### src/rtl/spi_key_scheduler.sv
// Key-event scheduler: buffers scanner key codes in a small FIFO and hands them to
// the SPI interface one at a time with a term strobe, retrying when no ack arrives.
module spi_key_scheduler #(
  parameter int unsigned DEPTH       = 4,
  parameter int unsigned ACK_TIMEOUT = 255,
  parameter int unsigned MAX_RETRY   = 3
) (
  input  logic                     clk,
  input  logic                     rst_bar,
  input  logic                     key_valid,
  input  logic [3:0]               key_in,
  input  logic                     busy,
  input  logic                     clr_err,
  output logic [3:0]               key_code,
  output logic                     term,
  output logic [$clog2(DEPTH):0]   pending,
  output logic                     overflow,
  output logic                     drop_err
);

  localparam int unsigned KW = 4;
  localparam int unsigned AW = $clog2(DEPTH);
  localparam int unsigned PW = AW + 1;
  // The timeout counter only ever holds 0..ACK_TIMEOUT-1.
  localparam int unsigned TW = (ACK_TIMEOUT < 2) ? 1 : $clog2(ACK_TIMEOUT);
  localparam int unsigned RW = (MAX_RETRY < 2) ? 1 : $clog2(MAX_RETRY + 1);

  typedef enum logic [1:0] {IDLE, ISSUE, WAIT_ACK, WAIT_DONE} state_e;

  state_e          state_q, state_d;
  logic [KW-1:0]   mem_q [DEPTH];
  logic [KW-1:0]   mem_d [DEPTH];
  logic [AW-1:0]   wr_q, wr_d, rd_q, rd_d;
  logic [PW-1:0]   cnt_q, cnt_d;
  logic [KW-1:0]   key_q, key_d;
  logic [TW-1:0]   to_q, to_d;
  logic [RW-1:0]   retry_q, retry_d;
  logic            term_q, term_d;
  logic            ovf_q, ovf_d;
  logic            drop_q, drop_d;
  logic            push, pop, full, drop_set;

  // State and datapath registers.
  always_ff @(posedge clk or negedge rst_bar) begin
    if (!rst_bar) begin
      state_q <= IDLE;
      for (int i = 0; i < int'(DEPTH); i++) mem_q[i] <= '0;
      wr_q    <= '0;
      rd_q    <= '0;
      cnt_q   <= '0;
      key_q   <= '0;
      to_q    <= '0;
      retry_q <= '0;
      term_q  <= 1'b0;
      ovf_q   <= 1'b0;
      drop_q  <= 1'b0;
    end else begin
      state_q <= state_d;
      mem_q   <= mem_d;
      wr_q    <= wr_d;
      rd_q    <= rd_d;
      cnt_q   <= cnt_d;
      key_q   <= key_d;
      to_q    <= to_d;
      retry_q <= retry_d;
      term_q  <= term_d;
      ovf_q   <= ovf_d;
      drop_q  <= drop_d;
    end
  end

  // Next-state, FIFO bookkeeping and error flags.
  always_comb begin
    state_d  = state_q;
    mem_d    = mem_q;
    wr_d     = wr_q;
    rd_d     = rd_q;
    cnt_d    = cnt_q;
    key_d    = key_q;
    to_d     = to_q;
    retry_d  = retry_q;
    ovf_d    = ovf_q;
    drop_d   = drop_q;
    pop      = 1'b0;
    drop_set = 1'b0;
    full     = (cnt_q == PW'(DEPTH));

    case (state_q)
      IDLE: begin
        if ((cnt_q != '0) && !busy) begin
          pop     = 1'b1;
          key_d   = mem_q[rd_q];
          state_d = ISSUE;
        end
      end
      ISSUE: begin
        to_d    = '0;
        state_d = WAIT_ACK;
      end
      WAIT_ACK: begin
        if (busy) begin
          retry_d = '0;
          state_d = WAIT_DONE;
        end else if (to_q == TW'(ACK_TIMEOUT - 1)) begin
          if (retry_q == RW'(MAX_RETRY)) begin
            drop_set = 1'b1;
            retry_d  = '0;
            state_d  = IDLE;
          end else begin
            retry_d = retry_q + RW'(1);
            state_d = ISSUE;
          end
        end else begin
          to_d = to_q + TW'(1);
        end
      end
      WAIT_DONE: begin
        if (!busy) state_d = IDLE;
      end
      default: state_d = IDLE;
    endcase

    // A pop in the same cycle frees a slot, so a push into a full FIFO is accepted.
    push = key_valid && (!full || pop);
    if (push) begin
      mem_d[wr_q] = key_in;
      wr_d        = wr_q + AW'(1);
    end
    if (pop) rd_d = rd_q + AW'(1);

    case ({push, pop})
      2'b10:   cnt_d = cnt_q + PW'(1);
      2'b01:   cnt_d = cnt_q - PW'(1);
      default: cnt_d = cnt_q;
    endcase

    if (key_valid && !push) ovf_d = 1'b1;
    else if (clr_err)       ovf_d = 1'b0;
    if (drop_set)           drop_d = 1'b1;
    else if (clr_err)       drop_d = 1'b0;

    term_d = (state_d == ISSUE);
  end

  assign key_code = key_q;
  assign term     = term_q;
  assign pending  = cnt_q;
  assign overflow = ovf_q;
  assign drop_err = drop_q;

endmodule

### config.mk
export PLATFORM = sky130hd
export DESIGN_NAME = spi_key_scheduler
export DESIGN_NICKNAME = d
export VERILOG_FILES = /design/src/rtl/spi_key_scheduler.sv
export SDC_FILE = /design/constraint.sdc
export NUM_CORES = 1
export LEC_CHECK = 0
export BUFFER_PORTS_ARGS = -buffer_cell sky130_fd_sc_hd__buf_2
export CORE_MARGIN = 3
export CORE_UTILIZATION = 30
export DETAILED_ROUTE_END_ITERATION = 16
export PLACE_DENSITY_LB_ADDON = 0.2
export SLEW_MARGIN = 40
export SYNTH_ARGS = -nofsm -noshare
export SYNTH_HDL_FRONTEND = slang
export SYNTH_SLANG_ARGS = --single-unit
### constraint.sdc
create_clock -name clk -period 3.08 [get_ports clk]
set_clock_uncertainty 0.2 [all_clocks]
set_input_delay 0.924 -clock clk [delete_from_list [all_inputs] [get_ports clk]]
set_output_delay 0.924 -clock clk [all_outputs]
set_load 0.01 [all_outputs]
==> out/metrics.yaml, run 1 <==
critical_path:
  worstSetupPathType: "input port to flop"
  ff2ff_setup_slack_ns: 0.65
  cp-start-kind: "input port"
  worstRegToRegCells: 9
  required_ns: 3.10
  arrival_ns: 2.75
  end_kind: "flop"
  cp_max_fo: 4
global_routing:
  grt_max_degree: 18
  first_global_vias: 1466
  grt_use_total: 0.1110
  grt_pass1_wl_mm: 7.127
  antenna_found_initial: 0
  grt.overflow.total: 0
sta:
  setup_violations: 0
  maxSlewHeadroom: 0.6779
  slew_violations: 0
  hold_viol_final: 0
  worst_pin_slew_ns: 0.4781
  timing.hold.ws_ns: 0.2812
  rsz0062_at_grt: "no"
  finalWorstSetupSlack_ns: 0.3453
  fin_crit_ns: 2.735
  fin_crit_sh: 0.8879
  setup_tns_ns: 0
  fmax_mhz: 365.7
floorplan:
  start_util: 0.3126
  pin_count: 19
  die_area_sq_um: 8168
  coreArea_sq_um: 6832
  chipWidth_um: 90.38
  dieHeight_um: 90.38
  rows: 30
drt:
  wl_per_cell_um: 13.84
  drt-initial-drc-count: 46
  num_vias: 1342
  ant_nets: 0
  drt-vias-per-instance: 4.596
  drc: 0
  routed_wl_mm: 4.040
  first_pass_iters: 6
cts:
  cts_buffers: 5
  htreeDepth: 2
  root_buffer: "clkbuf_8"
  clk_pin_slew_ns: 0.08
  post_cts_buffers: 0
  clock_sinks: 42
  ctsHoldBuffers: 0
  clock_path_buffers: 2
  cts_tree: "built"
  postCtsResizedCells: 0
  clk_latency_ns: 0.29
logic_synthesis:
  yosysSeqAreaShare: 0.4921
  yosysUniqueCellTypes: 46
  synth_edf_count: 0
  async_flop_share: 1.000
  synthCells: 167
  synth_nets: 185
  netlist.area_leader.share: 0.4921
  syn_area_sq_um: 2136
  ys_ff_latch: 42
  yosysWarnings: 0
  yosysTopAreaCell: "dfrtp_1"
  synth_area_leaders: "dfrtp_1 (49%), mux2_2 (9.0%), ha_1 (4.7%)"
  synth.avg_cell_area_sq_um: 12.79
  ys.flop_type: "dfrtp_1"
finish:
  fin_nets: 213
  multi_input_area_sq_um: 1016
  area_growth_pct: 16.17
  seq_area_sq_um: 1051
  num_antenna_cells: 0
  nFillCells: 710
  drive_above_1_share: 0.3469
hold_path:
  hold-path-cell-count: 1
  hold_class: "flop to flop"
power:
  peakVddDrop_v: 0.0002145
  power_density_nw_per_um2: 916.4
  leakagePower_uw: 0.001102
job:
  maxCapViolCount: 0
run_status:
  status: "finished, final reports clean"
placement:
  place_congestion: 0.6962
  dp_slack_ns: 0.009940
  hpwl_mm: 3.010
  port_buffers: 18
-- through the flow --
stage	total power, uW	instances	utilization	instance area [sq um]
2_1_floorplan	1636	167	-	2136
3_3_place_gp	1866	284	0.3473	2372
3_5_place_dp	1875	284	0.3473	2372
4_1_cts	2316	292	0.3632	2481
5_1_grt	2467	292	0.3632	2481
6_report	2274	292	0.3632	2481
-- flip-flops by register name, indices dropped and copies added (netlist names) --
register	flops
drop_err	1
key_code	4
mem_q	16
overflow	1
pending	3
rd_q	2
retry_q	2
state_q	2
term	1
to_q	8
wr_q	2
-- synth_stat cells (all sizes together) (2+ instances only) --
cell type / number
nor2: 3
dfrtp: 42
nor3b: 3
nand3: 2
nand2b: 4
o31ai: 2
o211ai: 3
xor2: 3
or2: 2
mux2: 21
nand2: 13
buf: 2
inv: 11
o21ai: 3
xnor2: 3
and2b: 2
nor4: 2
a21oi: 4
ha: 8
o311ai: 2
nand4: 2
a221o: 2
or3: 2
and4: 2
mux2i: 5
mux4: 4
-- layer usage --
metal  track usage  vias up  share of wire
li1              -      658              -
met1        0.1400      667           0.48
met2        0.1805       12           0.48
met3       0.03167        5          0.025
met4       0.04209        0          0.016
met5             0        -              0
-- cell type report --
cell class | count | area share
sequential | 42 | 0.4236
multi-input combinational | 110 | 0.4095
timing repair buffer | 24 | 0.05446
tap | 96 | 0.04841
clock buffer | 5 | 0.02774
inverter | 12 | 0.02017
clock inverter | 3 | 0.01614
-- final timing paths --
path	startpoint	endpoint
min in group asynchronous	rst_bar	mem_q[11]
max in group asynchronous	rst_bar	to_q[2]
worst min-delay path	to_q[4]	to_q[4]
worst max register to register	state_q[1]	pending[2]
worst min register to register	to_q[4]	to_q[4]
worst max-delay path	busy	pending[2]
-- cell families (layout without fill, tap and decap cells) --
group                    count (synthesis)  count (layout)  share of synthesized area
AND/OR/NAND/NOR                         43              43                     0.1213
flip-flops                              42              42                     0.4921
adder cells (fa/ha/maj)                  9               9                    0.05624
XOR/XNOR                                 6               6                    0.02461
buffers and inverters                   15              44                    0.03222
AO/OA/AOI/OAI                           22              22                    0.09022
multiplexers                            30              30                     0.1834
-- where the power goes --
| part | switching [uW] | internal, uW |
|---|---|---|
| registers | 212 | 791 |
| clock network | 190 | 239 |
| logic | 357 | 486 |
-- cells in the final DEF, fill, tap and decap left out, types with 3 or more instances in the layout --
cell	Yosys	routed
mux2_4	4	4
dfrtp_1	42	42
nor2_1	3	3
o211ai_1	3	3
xnor2_1	3	3
o21ai_0	3	3
mux2i_1	5	5
buf_2	0	18
xor2_1	3	3
inv_1	11	11
nand2b_1	4	4
clkbuf_8	0	5
mux2_2	17	17
buf_4	0	6
nand2_1	13	13
ha_1	8	8
mux4_2	4	4
-- worst max-delay path, stage by stage --
cell	delay, ns
buf_2	0.11
or3_1	0.39
or2_4	0.28
clkinv_4	0.05
ha_1	0.16
inv_1	0.06
fa_1	0.37
xor2_1	0.15
nor2_1	0.11
xor2_1	0.15
(Power assumes the default switching activity.)
==> run 2, diff against run 1 <==
CORE_UTILIZATION = 25   (was 30)
==> run 2 against run 1 <==
  * Final cell count increased by 3.1%
  * Die area increased by 19%
  * Register-to-register slack improved by 0.03 ns
==> out/metrics.yaml, run 2 (synthesis gave the netlist of run 1 again) <==
run_status:
  status: "finished, final reports clean"
power:
  leakagePower_uw: 0.001100
  power_density_nw_per_um2: 917.7
  p_total_uw: 2295
  peakVddDrop_v: 0.0002509
finish:
  layout_common_cells: "dfrtp_1 (42), buf_2 (18), mux2_2 (17), nand2_1 (13), inv_1 (11)"
  largest_reg_flops: 16
  num_antenna_cells: 0
  drive_above_1_share: 0.3469
  regMostFlops: "mem_q"
  final_common_cell: "dfrtp_1"
  area_growth_pct: 17.11
  fin_nets: 213
drt:
  wl_per_cell_um: 13.50
  num_vias: 1356
  routed_wl_mm: 4.062
  ant_nets: 0
  drt-vias-per-instance: 4.505
  drt-initial-drc-count: 45
  drc: 0
  first_pass_iters: 4
cts:
  clk_pin_slew_ns: 0.08
  ctsHoldBuffers: 0
  clock_sinks: 42
  postCtsResizedCells: 0
  root_buffer: "clkbuf_8"
  clk_latency_ns: 0.30
  post_cts_buffers: 0
  cts_tree: "built"
  clock_path_buffers: 2
  htreeDepth: 2
  cts_buffers: 5
floorplan:
  start_util: 0.2586
  dieHeight_um: 98.43
  die_area_sq_um: 9688
  coreArea_sq_um: 8258
  pin_count: 19
  rows: 33
  chipWidth_um: 98.43
sta:
  setup_violations: 0
  fin_crit_sh: 0.8864
  worst_pin_slew_ns: 0.6391
  fin_crit_ns: 2.730
  rsz0062_at_grt: "no"
  maxSlewHeadroom: 0.5740
  fmax_mhz: 366.3
  hold_viol_final: 0
  setup_tns_ns: 0
  slew_violations: 0
global_routing:
  antenna_found_initial: 0
  grt.overflow.total: 0
  first_global_vias: 1398
  grt_use_total: 0.09114
  grt_max_degree: 29
  grt_pass1_wl_mm: 7.044
placement:
  hpwl_mm: 3.008
  port_buffers: 18
  place_congestion: 0.6753
critical_path:
  cp-start-kind: "input port"
  cp_max_fo: 4
  end_kind: "flop"
  required_ns: 3.10
  arrival_ns: 2.75
  worstSetupPathType: "input port to flop"
hold_path:
  hold_class: "flop to flop"
job:
  maxCapViolCount: 0
-- run 2: cell count changes in the layout (fill, tap and decap cells not counted) --
| cell | before | now |
|---|---|---|
| clkinv_2 | 2 | 0 |
| inv_8 | 0 | 1 |
| clkinvlp_4 | 0 | 1 |
-- run 2: path summary, 6_finish.rpt --
path                             from         end  cells past startpoint  slack (ns)
setup reg to reg           state_q[1]  pending[2]                      9        0.68
setup / recovery                 busy  pending[2]                     10        0.35
max in group asynchronous     rst_bar  retry_q[0]                      2        1.66
hold reg to reg               to_q[4]     to_q[4]                      1        0.29
hold / removal                to_q[4]     to_q[4]                      1        0.29
min in group asynchronous     rst_bar   mem_q[12]                      1        0.44
-- run 2: area by class of cell --
| type | count | area (sq um) |
|---|---|---|
| fillers | 850 | 5757 |
| flip-flops and latches | 42 | 1051 |
| multi-input cells | 110 | 1016 |
| repair buffers | 24 | 135.1 |
| well taps | 105 | 131.4 |
| clock buffers | 5 | 68.82 |
| inverters | 12 | 50.05 |
| clock inverters | 3 | 48.80 |
-- run 2: layer usage --
| layer | vias to the layer above | share of wire | GRT usage |
|---|---|---|---|
| met5 | - | 0 | 0 |
| met4 | 0 | 0.0071 | 0.02836 |
| met3 | 4 | 0.042 | 0.02477 |
| met2 | 23 | 0.46 | 0.1409 |
| met1 | 667 | 0.49 | 0.1248 |
| li1 | 662 | - | - |
-- run 2: where the power goes --
| part | total (uW) | leakage (uW) | switching (uW) | internal, uW |
|---|---|---|---|---|
| registers | 1000 | 0.000514 | 211 | 790 |
| clock network | 455 | 0.0000563 | 208 | 247 |
| logic | 839 | 0.000530 | 355 | 485 |
| total | 2300 | 0.00110 | 773 | 1520 |
-- run 2: stage by stage --
stage	area [sq um]	setup WS [ns]	hold slack [ns]	util	std cells
final	2501	0.3499	0.2874	0.3029	301
after detailed placement	2384	0.01765	0.2667	0.2886	293
after global routing	2501	0.2863	0.3068	0.3029	301
after floorplan	2136	0.06390	0.2449	-	167
after CTS	2501	0.3423	0.2857	0.3029	301
after global placement	2384	0.05641	0.2765	0.2886	293
-- run 2: critical path, cell delays in order --
cell	delay, ns
buf_2	0.12
or3_1	0.39
or2_4	0.28
clkinv_4	0.05
ha_1	0.16
inv_1	0.06
fa_1	0.37
xor2_1	0.15
nor2_1	0.11
xor2_1	0.14
==> run 3, diff against run 2 <==
clock period = 3.1 ns   (was 3.08 ns; I/O delays follow)
==> run 3 against run 2 <==
  * Utilization did not move
  * Clock power hardly changed
  * Sequential power is essentially flat
  * Die area did not move
  * Setup slack got worse by 0.0087 ns
  * Largest cell class unchanged
  * Largest power group unchanged
  * Flip-flop and latch count is the same
  * Routed wire length is 0.64% higher
  * First-iteration DRC count shrank 13%
==> out/metrics.yaml, run 3 (synthesis gave the netlist of run 1 again) <==
cts:
  ctsHoldBuffers: 0
  cts_buffers: 5
  post_cts_buffers: 0
  clock_path_buffers: 2
  clock_sinks: 42
  cts_tree: "built"
  clk_pin_slew_ns: 0.09
  clk_latency_ns: 0.30
  root_buffer: "clkbuf_8"
  postCtsResizedCells: 0
  htreeDepth: 2
drt:
  drc: 0
  routed_wl_mm: 4.088
  drt-initial-drc-count: 39
  wl_per_cell_um: 13.58
  drt-vias-per-instance: 4.502
  ant_nets: 0
  first_pass_iters: 4
  num_vias: 1355
run_status:
  status: "finished, final reports clean"
finish:
  largest_reg_flops: 16
  final_common_cell: "dfrtp_1"
  drive_above_1_share: 0.3469
  fin_nets: 213
  seq_area_sq_um: 1051
  layout_common_cells: "dfrtp_1 (42), buf_2 (18), mux2_2 (17), nand2_1 (13), inv_1 (11)"
  num_antenna_cells: 0
  multi_input_area_sq_um: 1016
  nFillCells: 857
  area_growth_pct: 17.11
  regMostFlops: "mem_q"
critical_path:
  worstRegToRegCells: 9
  worstSetupPathType: "input port to flop"
  end_kind: "flop"
  reg2reg_to: "pending[2]"
  ff2ff_setup_slack_ns: 0.67
  cp_max_fo: 4
  r2r-start: "state_q[1]"
  arrival_ns: 2.78
  cp-start-kind: "input port"
  required_ns: 3.12
sta:
  fmax_mhz: 362.5
  setup_tns_ns: 0
  fin_crit_ns: 2.759
  finalWorstSetupSlack_ns: 0.3412
  slew_violations: 0
  maxSlewHeadroom: 0.6507
  fin_crit_sh: 0.8899
  hold_viol_final: 0
  worst_pin_slew_ns: 0.5169
  rsz0062_at_grt: "no"
  setup_violations: 0
hold_path:
  hold-path-cell-count: 1
  hold_class: "flop to flop"
  min_from: "to_q[4]"
  hold_end: "to_q[4]"
floorplan:
  rows: 33
  dieHeight_um: 98.43
  coreArea_sq_um: 8258
  pin_count: 19
  start_util: 0.2586
  die_area_sq_um: 9688
  chipWidth_um: 98.43
placement:
  place_congestion: 0.6701
  hpwl_mm: 3.032
  dp_slack_ns: 0.01721
  port_buffers: 18
power:
  p_total_uw: 2281
  leakagePower_uw: 0.001100
  power_density_nw_per_um2: 912.2
  peakVddDrop_v: 0.0003027
global_routing:
  grt_max_degree: 22
  grt_use_total: 0.08802
  first_global_vias: 1363
  antenna_found_initial: 0
  grt.overflow.total: 0
  grt_pass1_wl_mm: 6.734
job:
  maxCapViolCount: 0
[run 3: critical path, stage by stage]
cell	delay (ns)
buf_2	0.12
or3_1	0.41
or2_4	0.28
clkinv_4	0.05
ha_1	0.16
inv_1	0.06
fa_1	0.37
xor2_1	0.15
nor2_1	0.11
xor2_1	0.14
[run 3: worst max-delay path by stage]
stage | start | endpoint | slack (ns)
6_report | busy | pending[2] | 0.34
5_1_grt | busy | pending[2] | 0.24
4_1_cts | busy | pending[2] | 0.34
3_5_place_dp | busy | pending[2] | 0.02
3_3_place_gp | busy | pending[2] | 0.07
2_1_floorplan | busy | pending[2] | 0.08
[run 3: power by group]
part | internal, uW | total (uW) | switching (uW)
combinational | 481 | 832 | 351
sequential | 785 | 994 | 209
clock | 246 | 455 | 209
[run 3: layer usage]
| layer | vias to the layer above | global-route usage | part of all wire |
|---|---|---|---|
| met5 | - | 0 | 0 |
| met4 | 0 | 0.02521 | 0.0024 |
| met3 | 3 | 0.02902 | 0.036 |
| met2 | 20 | 0.1425 | 0.47 |
| met1 | 674 | 0.1128 | 0.49 |
| li1 | 658 | - | - |
[run 3: final cells by class]
| type | instances | area share |
|---|---|---|
| timing repair buffer | 24 | 0.05403 |
| clock buffer | 5 | 0.02751 |
| clock inverter | 3 | 0.01951 |
| inverter | 12 | 0.02001 |
| multi-input combinational | 110 | 0.4062 |
| sequential | 42 | 0.4202 |
| tap | 105 | 0.05253 |
[run 3: per-stage QoR]
step,utilization,instance area (sq um),hold WS (ns),std cells
2_1_floorplan,-,2136,0.2449,167
3_3_place_gp,0.2886,2384,0.2750,293
3_5_place_dp,0.2886,2384,0.2772,293
4_1_cts,0.3029,2501,0.2916,301
5_1_grt,0.3029,2501,0.3197,301
6_report,0.3029,2501,0.2952,301
